## config.mk

```make
export PLATFORM = sky130hd
export DESIGN_NAME = cdb_arbiter
export DESIGN_NICKNAME = d
export VERILOG_FILES = /design/src/rtl/cdb_arbiter.sv
export SDC_FILE = /design/constraint.sdc
export NUM_CORES = 1
export LEC_CHECK = 0
export ABC_AREA = 1
export CAP_MARGIN = 20
export CORE_ASPECT_RATIO = 0.9
export CORE_UTILIZATION = 42
export CTS_CLUSTER_DIAMETER = 40
export CTS_CLUSTER_SIZE = 8
export DETAILED_ROUTE_END_ITERATION = 12
export PLACE_DENSITY = 0.88
export SETUP_SLACK_MARGIN = 0.4
export SKIP_LAST_GASP = 1
export SLEW_MARGIN = 0
export SYNTH_ARGS = -nofsm -noshare
export SYNTH_HDL_FRONTEND = slang
export SYNTH_SLANG_ARGS = --single-unit
```

## constraint.sdc

```tcl
create_clock -name clk -period 5.6 [get_ports clk]
set_input_delay 1.12 -clock clk [delete_from_list [all_inputs] [get_ports clk]]
set_output_delay 1.12 -clock clk [all_outputs]
set_load 0.01 [all_outputs]
```

## src/rtl/cdb_arbiter.sv

```systemverilog
`default_nettype none
`ifndef XLEN
`define XLEN 32
`endif
// ============================================================================
// Module   : cdb_arbiter
// Brief    : Round-robin Common Data Bus arbiter with a registered broadcast.
//            Optional flush port when CDB_FLUSH_EN is defined.
// Revision : 1.0 - initial release
// ============================================================================
module cdb_arbiter #(
  parameter int NUM_REQ = 4,
  parameter int TAG_W   = 4,
  parameter int DATA_W  = `XLEN,
  parameter int IDX_W   = $clog2(NUM_REQ)
) (
  input  logic                      clk,
  input  logic                      rst_n,
  input  logic [NUM_REQ-1:0]        req_valid,
  input  logic [NUM_REQ*TAG_W-1:0]  req_tag,
  input  logic [NUM_REQ*DATA_W-1:0] req_data,
  output logic [NUM_REQ-1:0]        req_ready,
  input  logic                      cdb_stall,
`ifdef CDB_FLUSH_EN
  input  logic                      flush,
`endif
  output logic                      cdb_valid,
  output logic [TAG_W-1:0]          cdb_tag,
  output logic [DATA_W-1:0]         cdb_data,
  output logic [IDX_W-1:0]          cdb_src
);

  localparam logic [IDX_W-1:0] c_LAST = IDX_W'(NUM_REQ - 1);
  localparam logic [IDX_W:0]   c_NUM  = (IDX_W+1)'(NUM_REQ);

  logic [IDX_W-1:0]  r_rr_ptr;
  logic              r_cdb_valid;
  logic [TAG_W-1:0]  r_cdb_tag;
  logic [DATA_W-1:0] r_cdb_data;
  logic [IDX_W-1:0]  r_cdb_src;

  logic              w_flush;
  logic              w_found;
  logic              w_grant;
  logic [IDX_W-1:0]  w_win;
  logic [IDX_W:0]    w_idx;

`ifdef CDB_FLUSH_EN
  assign w_flush = flush;
`else
  assign w_flush = 1'b0;
`endif

  // Scan from the pointer with an extra bit so the modulo also works for non-power-of-two NUM_REQ.
  always_comb begin
    w_found = 1'b0;
    w_win   = '0;
    w_idx   = '0;
    for (int k = 0; k < NUM_REQ; k++) begin
      w_idx = {1'b0, r_rr_ptr} + (IDX_W+1)'(k);
      if (w_idx >= c_NUM) begin
        w_idx = w_idx - c_NUM;
      end
      if (!w_found && req_valid[w_idx[IDX_W-1:0]] &&
          (req_tag[w_idx[IDX_W-1:0]*TAG_W +: TAG_W] != '0)) begin
        w_found = 1'b1;
        w_win   = w_idx[IDX_W-1:0];
      end
    end
  end

  assign w_grant   = w_found & ~cdb_stall & ~w_flush & rst_n;
  assign req_ready = w_grant ? (NUM_REQ'(1) << w_win) : '0;

  always_ff @(posedge clk or negedge rst_n) begin
    if (!rst_n) begin
      r_rr_ptr    <= '0;
      r_cdb_valid <= 1'b0;
      r_cdb_tag   <= '0;
      r_cdb_data  <= '0;
      r_cdb_src   <= '0;
    end else if (w_flush) begin
      r_rr_ptr    <= '0;
      r_cdb_valid <= 1'b0;
      r_cdb_tag   <= '0;
      r_cdb_data  <= '0;
      r_cdb_src   <= '0;
    end else if (w_grant) begin
      r_rr_ptr    <= (w_win == c_LAST) ? '0 : w_win + IDX_W'(1);
      r_cdb_valid <= 1'b1;
      r_cdb_tag   <= req_tag[w_win*TAG_W +: TAG_W];
      r_cdb_data  <= req_data[w_win*DATA_W +: DATA_W];
      r_cdb_src   <= w_win;
    end else begin
      r_cdb_valid <= 1'b0;
    end
  end

  assign cdb_valid = r_cdb_valid;
  assign cdb_tag   = r_cdb_tag;
  assign cdb_data  = r_cdb_data;
  assign cdb_src   = r_cdb_src;

endmodule
`default_nettype wire

```

# Word-level counts from Yosys, hierarchy flattened
# Cells that the tools add are included.
# totals
register_bits	41
input_bits	151
output_inout_bits	43
elab_cells	69
# op_classes
add_sub_neg	8
n_lt_le_gt_ge	8
eq_ne	1
shift	7
muxes	23
n_bitwise	3
n_reduce_logical	14
# op_table
cell	n
128-bit by 8-bit indexed part select with 32-bit output	1
16-bit by 5-bit indexed part select with 4-bit output	5
2-bit 2-to-1 mux	9
4-bit nonzero test	4
2-bit by 3-bit less-than comparator with 1-bit output, second input constant	4
3-bit greater-or-equal comparator, second input constant	3
1-bit 2-to-1 mux	9
1-bit binary-select mux with 2-bit select	4
2-bit by 1-bit subtractor with 2-bit output, second input constant	4
1-bit logical AND	7
2-bit by 2-bit adder with 3-bit output, second input constant	2
4-bit 2-to-1 mux	1
1-bit by 2-bit left shift with 4-bit output, first input constant	1
2-bit by 1-bit adder with 3-bit output, second input constant	1
2-bit by 3-bit greater-or-equal comparator with 1-bit output, second input constant	1
1-bit logical NOT	3
2-bit by 1-bit adder with 2-bit output, second input constant	1
1-bit bitwise AND	2
2-bit equality test, second input constant	1
1-bit inverter	1

# Logic depth before layout (Yosys ltp)
# logic_depth
depth_word	21
ltp_mapped	19
depth_no_buf	17

# Least setup slack after synthesis
# No wires, ideal clock.
# synth_timing
path_kind	in2out
start	in req_tag[10]
end	out req_ready[0]
t_arrival_ns	2.551
setup_slack_ns	1.929
cell_stages	13
n_path_buf	2
path_cell_list	nor2_1 > nand3_1 > nand2_1 > inv_2 > nand2_1 > nand2_1 > a21oi_1 > nand2_2 > nand2_2 > buf_6 > buf_6 > inv_2 > nor3_1
# synth_via
elab_chain_cells	19
elab_cells_between_ends	30
cone_classes	shift (5); mux (9); bitwise (2); reduce/logical (14)
# synth_rtl
item	line_no	rtl
start, declared	20	input logic [NUM_REQ*TAG_W-1:0] req_tag,
16-bit by 5-bit indexed part select with 4-bit output	65	(req_tag[w_idx[IDX_W-1:0]*TAG_W +: TAG_W] != '0)) begin
4-bit nonzero test	65	
1-bit logical AND	64	if (!w_found && req_valid[w_idx[IDX_W-1:0]] &&
1-bit 2-to-1 mux	64	
1-bit logical NOT	64	
1-bit logical AND (2 in a row)	64	
1-bit 2-to-1 mux	64	
1-bit logical NOT	64	
1-bit logical AND (2 in a row)	64	
1-bit 2-to-1 mux	64	
1-bit logical NOT	64	
1-bit logical AND (2 in a row)	64	
1-bit 2-to-1 mux	64	
1-bit bitwise AND (2 in a row)	72	assign w_grant = w_found & ~cdb_stall & ~w_flush & rst_n;
4-bit 2-to-1 mux (*)	73	assign req_ready = w_grant ? (NUM_REQ'(1) << w_win) : '0;
end, declared	22	output logic [NUM_REQ-1:0] req_ready,
# Mark *: on every way between the ends. The rest lies on a longest branch, timed or not.

# Worst setup path in the final report
# layout_timing
start	in req_tag[8]
end	out req_ready[3]
# The elaborated chain is that of the path after synthesis.

==> run_results.csv <==
group,metric,value,unit
run_status,outcome,"finished, final reports clean",
yosys,seq_area_frac_synth,30.0,%
floorplan,io_pins,194,
yosys,synth_area,3420,sq um
power_and_ir_drop,total_power,3240,uW
routing,dr.first_iter.drc_count,279,
global_route,grt_pass1_wl,18.9,mm
worst_setup_path,reg2regPathDepth,17,
global_route,globalRouteOverflowTotal,0,
place,dp_slack,0.575,ns
yosys,yosysWarnings,0,
timing,rsz0062_at_grt,"no",
worst_setup_path,worstPathMaxFanout,18,
power_and_ir_drop,power.density,595,nW/um^2
routing,ant_nets,0,
cells_and_area,seqCellArea,1030,sq um
worst_setup_path,required,4.48,ns
floorplan,placement_rows,30,
timing,drv_slew,0,
global_route,grt_pass1_vias,4135,
floorplan,core-area,7730,sq um
clocking,root_buffer,"clkbuf_8",
timing,min_period_over_period,87.7,%
floorplan,start_util,44.3,%
clocking,cts.clk_slew.worst_paths,0.08,ns
yosys,avgSynthCellArea,5.56,sq um
cells_and_area,multi_input_area,2120,sq um
yosys,ys_types,19,
cells_and_area,n_antenna_cell,0,
routing,first_pass_iters,5,
timing,fin_skew,0.00682,ns
job,maxCapViolations,0,
worst_setup_path,worstPathArrival,3.79,ns
timing,finalHoldViolCount,0,
routing,post_drt_wl_per_cell,13.1,microns
yosys,syn_inst,616,
power_and_ir_drop,ir_drop,0.000424,V
timing,setup_slack,0.689,ns
timing,tightest_slew,0.729,ns
cells_and_area,fin_nets,937,
timing,max_freq,0.204,GHz
worst_hold_path,hold_path_class,"reg -> reg",
clocking,worstSkewPairLatency,0.28,ns
place,io_buffers,193,
power_and_ir_drop,p_leak,0.00290,uW
floorplan,dieHeight,87.7,microns
worst_setup_path,start_kind,"input pin",
routing,drc_errors,0,
clocking,cts_setup_buffers,0,
timing,setup_viol,0,
clocking,cts_resized,0,
clocking,clockBufferDepth,2,
timing,max-slew-margin-rel,51.4,%
timing,final.min_clock_period,4.91,ns
clocking,cts_htree_levels,2,
place,dp_hpwl,8.54,mm
clocking,cts_hold_buf,0,
routing,viasPerCell,5.06,
floorplan,die_w,97.2,microns
clocking,numCtsBuffers,5,
routing,via_count,4466,
clocking,cts_sinks,41,
global_route,grt_antenna_before_repair,0,
place,place_congestion,1.05,
yosys,synthesis.nets,767,
worst_setup_path,path_class,"in -> out",
floorplan,die_area,8520,sq um
routing,wl,11.6,mm
cells_and_area,final_layout_size_suffix_gt1_share,4.07,%
timing,setup_tns,0,ns
cells_and_area,fillers,654,
global_route,grt_start_max_net_pins,73,
worst_setup_path,end_kind,"primary output",
clocking,cts_tree,"yes",
worst_hold_path,hold_path_depth,2,
yosys,synth-seq-cells,41,
cells_and_area,area_growth_syn_to_layout,59.1,%
global_route,grt_usage,27.1,%
[report_power, final]
group	switching (uW)	internal [uW]
Sequential	93.0	429
Clock	98.0	145
Combinational	1560	918
[path summary, 6_finish.rpt]
| check | slack (ns) | start | end |
|---|---|---|---|
| setup reg to reg | 2.59 | r_rr_ptr[0] | cdb_data[4] |
| min in group asynchronous | 0.96 | rst_n | cdb_tag[3] |
| max in group asynchronous | 4.28 | rst_n | cdb_data[28] |
| hold reg to reg | 0.48 | cdb_data[30] | cdb_data[30] |
| hold / removal | 0.48 | cdb_data[30] | cdb_data[30] |
| setup / recovery | 0.69 | req_tag[8] | req_ready[3] |
[cells by family (layout without fill, tap and decap cells)]
kind of cell,count (synthesis),after routing,synth area share (%)
AO/OA/AOI/OAI,6,6,0.950
AND/OR/NAND/NOR,510,510,60.4
buffers and inverters,59,230,8.73
flip-flops,41,41,30.0
[final cells by class]
cell class / count / share of cell area [%]
tap: 96 / 2.20
sequential: 41 / 18.8
clock buffer: 7 / 1.58
timing repair buffer: 202 / 36.6
multi-input combinational: 516 / 38.9
clock inverter: 1 / 0.551
inverter: 20 / 1.38
[Yosys cell counts]
| master | instances | area share, % |
|---|---|---|
| inv_1 | 13 | 1.4 |
| nor2_4 | 1 | 0.33 |
| nand2_2 | 4 | 0.73 |
| nor3_1 | 1 | 0.15 |
| buf_1 | 4 | 0.44 |
| o21ai_1 | 3 | 0.44 |
| nand3_1 | 92 | 13 |
| buf_6 | 6 | 2.0 |
| nand4_1 | 5 | 0.91 |
| nand2_1 | 390 | 43 |
| nor2_1 | 16 | 1.8 |
| buf_2 | 14 | 2.0 |
| a21oi_1 | 2 | 0.29 |
| o21a_1 | 1 | 0.22 |
| buf_4 | 4 | 0.88 |
| nand3_2 | 1 | 0.29 |
| dfrtp_1 | 41 | 30 |
| inv_2 | 7 | 0.77 |
| clkbuf_1 | 11 | 1.2 |
[cell usage in the layout, fill, tap and decap left out, drive strengths merged]
cell type        n
a21oi            2
buf             10
bufinv           1
clkbuf           7
clkdlybuf4s50  192
dfrtp           41
inv             20
nand2          394
nand3           93
nand4            5
nor2            17
nor3             1
o21a             1
o21ai            3
[flip-flops by register name, summed over array words and instances (netlist names)]
name and cells:
cdb_valid 1, cdb_data 32, cdb_src 2, r_rr_ptr 2, cdb_tag 4
[worst max-delay path: stages]
cell and delay (ns):
clkdlybuf4s50_1 0.43, nor2_1 0.20, nand3_1 0.10, nand2_1 0.12, inv_2 0.05, nand2_1 0.05
nand2_1 0.10, nor2_4 0.18, nand3_2 0.10, nand3_1 0.13, nand3_4 0.20, inv_2 0.20
nand2_1 0.12, nor2_1 0.11, clkdlybuf4s50_1 0.58
[through the flow]
step	instances	area [sq um]	util (%)	hold WS, ns
4_1_cts	883	5440	70.3	0.486
6_report	883	5450	70.5	0.480
3_5_place_dp	875	5320	68.8	0.464
2_1_floorplan	616	3420	-	0.515
3_3_place_gp	875	5320	68.8	0.461
5_1_grt	883	5450	70.5	0.505
[layer usage]
layer	part of all wire (%)	GRT usage, %	vias to the layer above	wire length (microns)
met5	0	0	-	0
met1	40	31.7	1974	4650
met4	1.2	6.24	0	140
met2	49	49.9	227	5680
li1	-	-	2251	-
met3	9.4	7.18	14	1080
(Power assumes the default switching activity.)
==> variant 1: new RTL, same flow settings <==
`TAG_W`: 4 -> 6.
--- a/src/rtl/cdb_arbiter.sv
+++ b/src/rtl/cdb_arbiter.sv
@@ -10,7 +10,7 @@
 // ============================================================================
 module cdb_arbiter #(
   parameter int NUM_REQ = 4,
-  parameter int TAG_W   = 4,
+  parameter int TAG_W   = 6,
   parameter int DATA_W  = `XLEN,
   parameter int IDX_W   = $clog2(NUM_REQ)
 ) (
Interface: changed (resized cdb_tag and req_tag); port bits go from 194 to 204. No check against the original RTL was run, so the function may have changed too.
==> variant 1 against the unedited design <==
Clock power rose by 5%; synthesized cell count increased by 15%; global-route usage is 0.51 points higher; cell count grew 14%; first-iteration DRC count grew 27%; fmax shrank 0.31%; design area is 13% higher; sequential cell count rose by 2; die area increased by 17%; total power increased by 17%; routed wire length grew 16%; area after synthesis up 18%; register-to-register slack worse by 210 ps; worst setup slack worse by 15 ps; critical endpoint is now req_ready[1].
==> variant 1: results (changes against the unedited design) <==
| Metric | Value |
|---|---|
| Combinational power share | `78.8% (+2.4 points)` |
| Multi-input logic portion of the cell area | `34.2% (-4.7 points)` |
| Top cells by area, synth | `dfrtp_1, nand3_1, nand2_1, inv_1, nand3_2` |
| Clock latency on the worst-skew pair | `300 ps (+20 ps)` |
| Via count | `4953 (+11%)` |
| Largest net degree at the start of global routing | `77 (+5.5%)` |
| R2R Setup Slk | `2380 ps (-210 ps)` |
| Delay-heaviest family, CP | `buffers and inverters` |
| Hold endpoint | `cdb_data[22]` |
| Hold path startpoint | `cdb_data[22]` |
| Avg Inst Size Synth | `5.69 µm² (+2.4%)` |
| Worst vdd ir | `0.434 mV (+2.4%)` |
| Non-CTS buffers | `211 (+4.5%)` |
| Inverters | `164 (+720%)` |
| DP Area | `6030 µm² (+13%)` |
| Non-clk buf share | `33.9% (-2.7 points)` |
| Max incr delay on CP | `530 ps (-50 ps)` |
| R2r endpoint | `cdb_data[18]` |
| Layout clock buffer count | `6 (-1)` |
| Status | `finished, final reports clean` |
| DPL Wire Length | `9410 µm (+10%)` |
| WL/cell | `13.4 µm (+2.3%)` |
| Synth cell types | `20 (+1)` |
| Gr usage total | `27.6% (+0.51 points)` |
| Vias in the first global route | `4629 (+12%)` |
| Grt met1 use | `34.9% (+3.2 points)` |
| Multi-input gates | `457 (-11%)` |
| Starting DRT DRC Count | `354 (+27%)` |
| Worst slack, placed | `604 ps (+28.9 ps)` |
| FFs & Latches | `43 (+4.9%)` |
| RePlAce Congestion | `0.878 (-16%)` |
| I/O Buffers | `203 (+5.2%)` |
| Reg2reg path depth | `13 (-4)` |
| Share of the yosys chip area belonging to registers | `26.7% (-3.3 points)` |
| Seq/total area | `17.5% (-1.4 points)` |
| Flop+latch power | `0.550 mW (+5.4%)` |
| Relative slew slack | `28.4% (-23 points)` |
| Mapped Nets | `868 (+13%)` |
| CP Max Fanout | `21 (+3)` |
| Worst Skew | `10.3 ps (+3.44 ps)` |
| GRT met2 Usage | `48.3% (-1.6 points)` |
| Layout area overhead | `52.6%` |
| Critical Path End | `req_ready[1]` |
| Peak Freq | `203 MHz (-0.31%)` |
| Metal3 WL | `1260 µm (+16%)` |
-- variant 1: through the flow --
stage                     hold WS [ps]  power (mW)
after floorplan                    515        2.72
after global placement             461        3.48
after detailed placement           464        3.52
after CTS                          486        3.79
after global routing               499        4.18
final                              482        3.81
-- variant 1: worst reg2reg max path, stage by stage (launching register included) --
cell and delay [ps]:
dfrtp_1 600, inv_2 160, nand3_1 120, nand2_1 80, nand2_1 100, nand2_2 110, a21oi_4 170, nand4_1 780
buf_4 570, nand3_1 160, nand3_1 90, nand2_1 90, nand2_1 50, nand2_1 70
-- variant 1: cells by family after synthesis --
logic type	Yosys count	synth area share [%]
XOR/XNOR	1	0.403
buffers and inverters	209	21.5
flip-flops	43	26.7
AND/OR/NAND/NOR	452	50.6
AO/OA/AOI/OAI	4	0.837
-- variant 1: repair_timing --
item                       4_1_cts  5_1_grt
setup endpoints to repair        0        3
hold buffers                     0        0
setup buffers                    0        0
gates resized for setup          0        4
==> variant 2: new RTL, config.mk and constraints unchanged <==
Without the edit above. Make the reset (`rst_n`) synchronous in one clocked block.
--- a/src/rtl/cdb_arbiter.sv
+++ b/src/rtl/cdb_arbiter.sv
@@ -72,7 +72,7 @@
   assign w_grant   = w_found & ~cdb_stall & ~w_flush & rst_n;
   assign req_ready = w_grant ? (NUM_REQ'(1) << w_win) : '0;
 
-  always_ff @(posedge clk or negedge rst_n) begin
+  always_ff @(posedge clk) begin
     if (!rst_n) begin
       r_rr_ptr    <= '0;
       r_cdb_valid <= 1'b0;
Formal check against the unedited RTL: differs if rst_n is asserted again (counterexample within 4 cycles, from zero or initial values and one cycle with rst_n low); with rst_n held inactive, the same outputs for 10 cycles.
==> variant 2 against the unedited design <==
Core utilization is 0.34 points lower; sequential cell count did not move; worst setup slack improved by 16 ps; hold slack worse by 8.8 ps; total power shrank 5.3%; area after synthesis fell by 4.6%; sequential power barely moved; design area fell by 2.9%; routed wire length fell by 1.1%; largest cell class unchanged.
==> variant 2: results (changes against the unedited design) <==
| Metric | Value |
|---|---|
| Status | `finished, final reports clean` |
| Slew @ Worst Pin | `772 ps (+42.9 ps)` |
| Non-filler cells, final | `887 (+0.45%)` |
| Share of cells above drive strength 1 | `3.03% (-1.0 points)` |
| Worst Skew | `1.54 ps (-5.28 ps)` |
| DP Area | `5170 µm² (-2.7%)` |
| Routed length on met1 | `4580 µm (-1.5%)` |
| First-pass GRT wire length | `17900 µm (-5.2%)` |
| Vias in the first global route | `4081 (-1.3%)` |
| Non-clk buf share | `38.1% (+1.5 points)` |
| Gr usage total | `27.4% (+0.38 points)` |
| Worst vdd ir | `0.340 mV (-20%)` |
| Reg2reg start | `r_rr_ptr[0]` |
| Layout clock buffer count | `7 (unchanged)` |
| Via count | `4474 (+0.18%)` |
| Metal3 WL | `1140 µm (+5.4%)` |
| Top FF cell, synth | `dfxtp_1` |
| Synth cell types | `18 (-1)` |
| Hold path startpoint | `cdb_data[28]` |
| Mapped Nets | `773 (+0.78%)` |
| Worst slack, placed | `745 ps (+170 ps)` |
| FFs w/ async S/R, synth | `0% (-100 points)` |
| Starting DRT DRC Count | `236 (-15%)` |
| CP Max Fanout | `24 (+6)` |
| Clock slew at reported path FFs | `about 70 ps` |
| Hold endpoint | `cdb_data[28]` |
| R2r endpoint | `cdb_data[4]` |
| Multi-input logic portion of the cell area | `40.7% (+1.8 points)` |
| Met2 WL post-DR | `5440 µm (-4.2%)` |
| Multi-input gates | `520 (+0.78%)` |
| RePlAce Congestion | `0.873 (-17%)` |
| Clock buf/inv share | `2.20% (+0.064 points)` |
| Synthesized instance count | `622 (+0.97%)` |
| Leak | `2.70 nW (-6.7%)` |
| WL/cell | `12.9 µm (-1.5%)` |
| Top cells by area, synth | `nand2_1, dfxtp_1, nand3_1, buf_2, nor2_1` |
| Inverters | `18 (-10%)` |
| Critical Path AT | `3770 ps (-20 ps)` |
| Final net count | `941 (+0.43%)` |
| R2R Setup Slk | `2660 ps (+70 ps)` |
| Fill cells | `675 (+3.2%)` |
| Top Layer Used | `met4` |
| DPL Wire Length | `8480 µm (-0.69%)` |
| Placed cell count | `879 (+0.46%)` |
| I/O Buffers | `193 (unchanged)` |
| Reg area | `821 µm² (-20%)` |
| Max incr delay on CP | `550 ps (-30 ps)` |
variant 2: cell types whose count changed after synthesis, moves of 4 or more:
cell and change:
buf_2 +5, clkbuf_1 +4, dfrtp_1 -41, dfxtp_1 +41
inv_1 +4, inv_2 -6, nand2_1 -34, nand3_1 +36
nor2_1 +4
variant 2: kinds of logic after synthesis:
logic type      Yosys count  synth area share, %
compound gates            6                 1.03
flops                    41                 25.1
simple gates            514                 64.8
buf+inv                  61                 9.00
variant 2: how the worst max path moves through the flow:
| stage | from | to | slack [ps] | depth (start not counted) |
|---|---|---|---|---|
| floorplan | req_tag[10] | req_ready[0] | 1940 | 15 |
| global route | req_valid[3] | req_ready[3] | 490 | 15 |
| detailed placement | req_tag[2] | req_ready[1] | 740 | 13 |
| finish | req_tag[2] | req_ready[1] | 710 | 13 |
| global placement | req_tag[8] | req_ready[3] | 840 | 14 |
| CTS | req_tag[2] | req_ready[1] | 720 | 13 |
variant 2: stage by stage:
step	total power, mW	util, %	hold WS [ps]
after global placement	2.78	68.6	456
after floorplan	2.17	-	488
after CTS	3.07	70.1	474
after global routing	3.41	70.1	489
final	3.07	70.1	471
after detailed placement	2.82	68.6	461
variant 2: where the power goes:
part | internal (mW) | total (mW) | leakage, nW | switching (mW)
combinational | 0.878 | 2.30 | 2.31 | 1.42
sequential | 0.436 | 0.524 | 0.337 | 0.0875
clock | 0.145 | 0.247 | 0.0585 | 0.101
total | 1.46 | 3.07 | 2.70 | 1.61
variant 2: layer usage:
layer | vias to the layer above | GRT usage [%]
li1 | 2293 | -
met2 | 204 | 48.7
met5 | - | 0
met1 | 1951 | 30.3
met4 | 0 | 10.2
met3 | 26 | 8.78
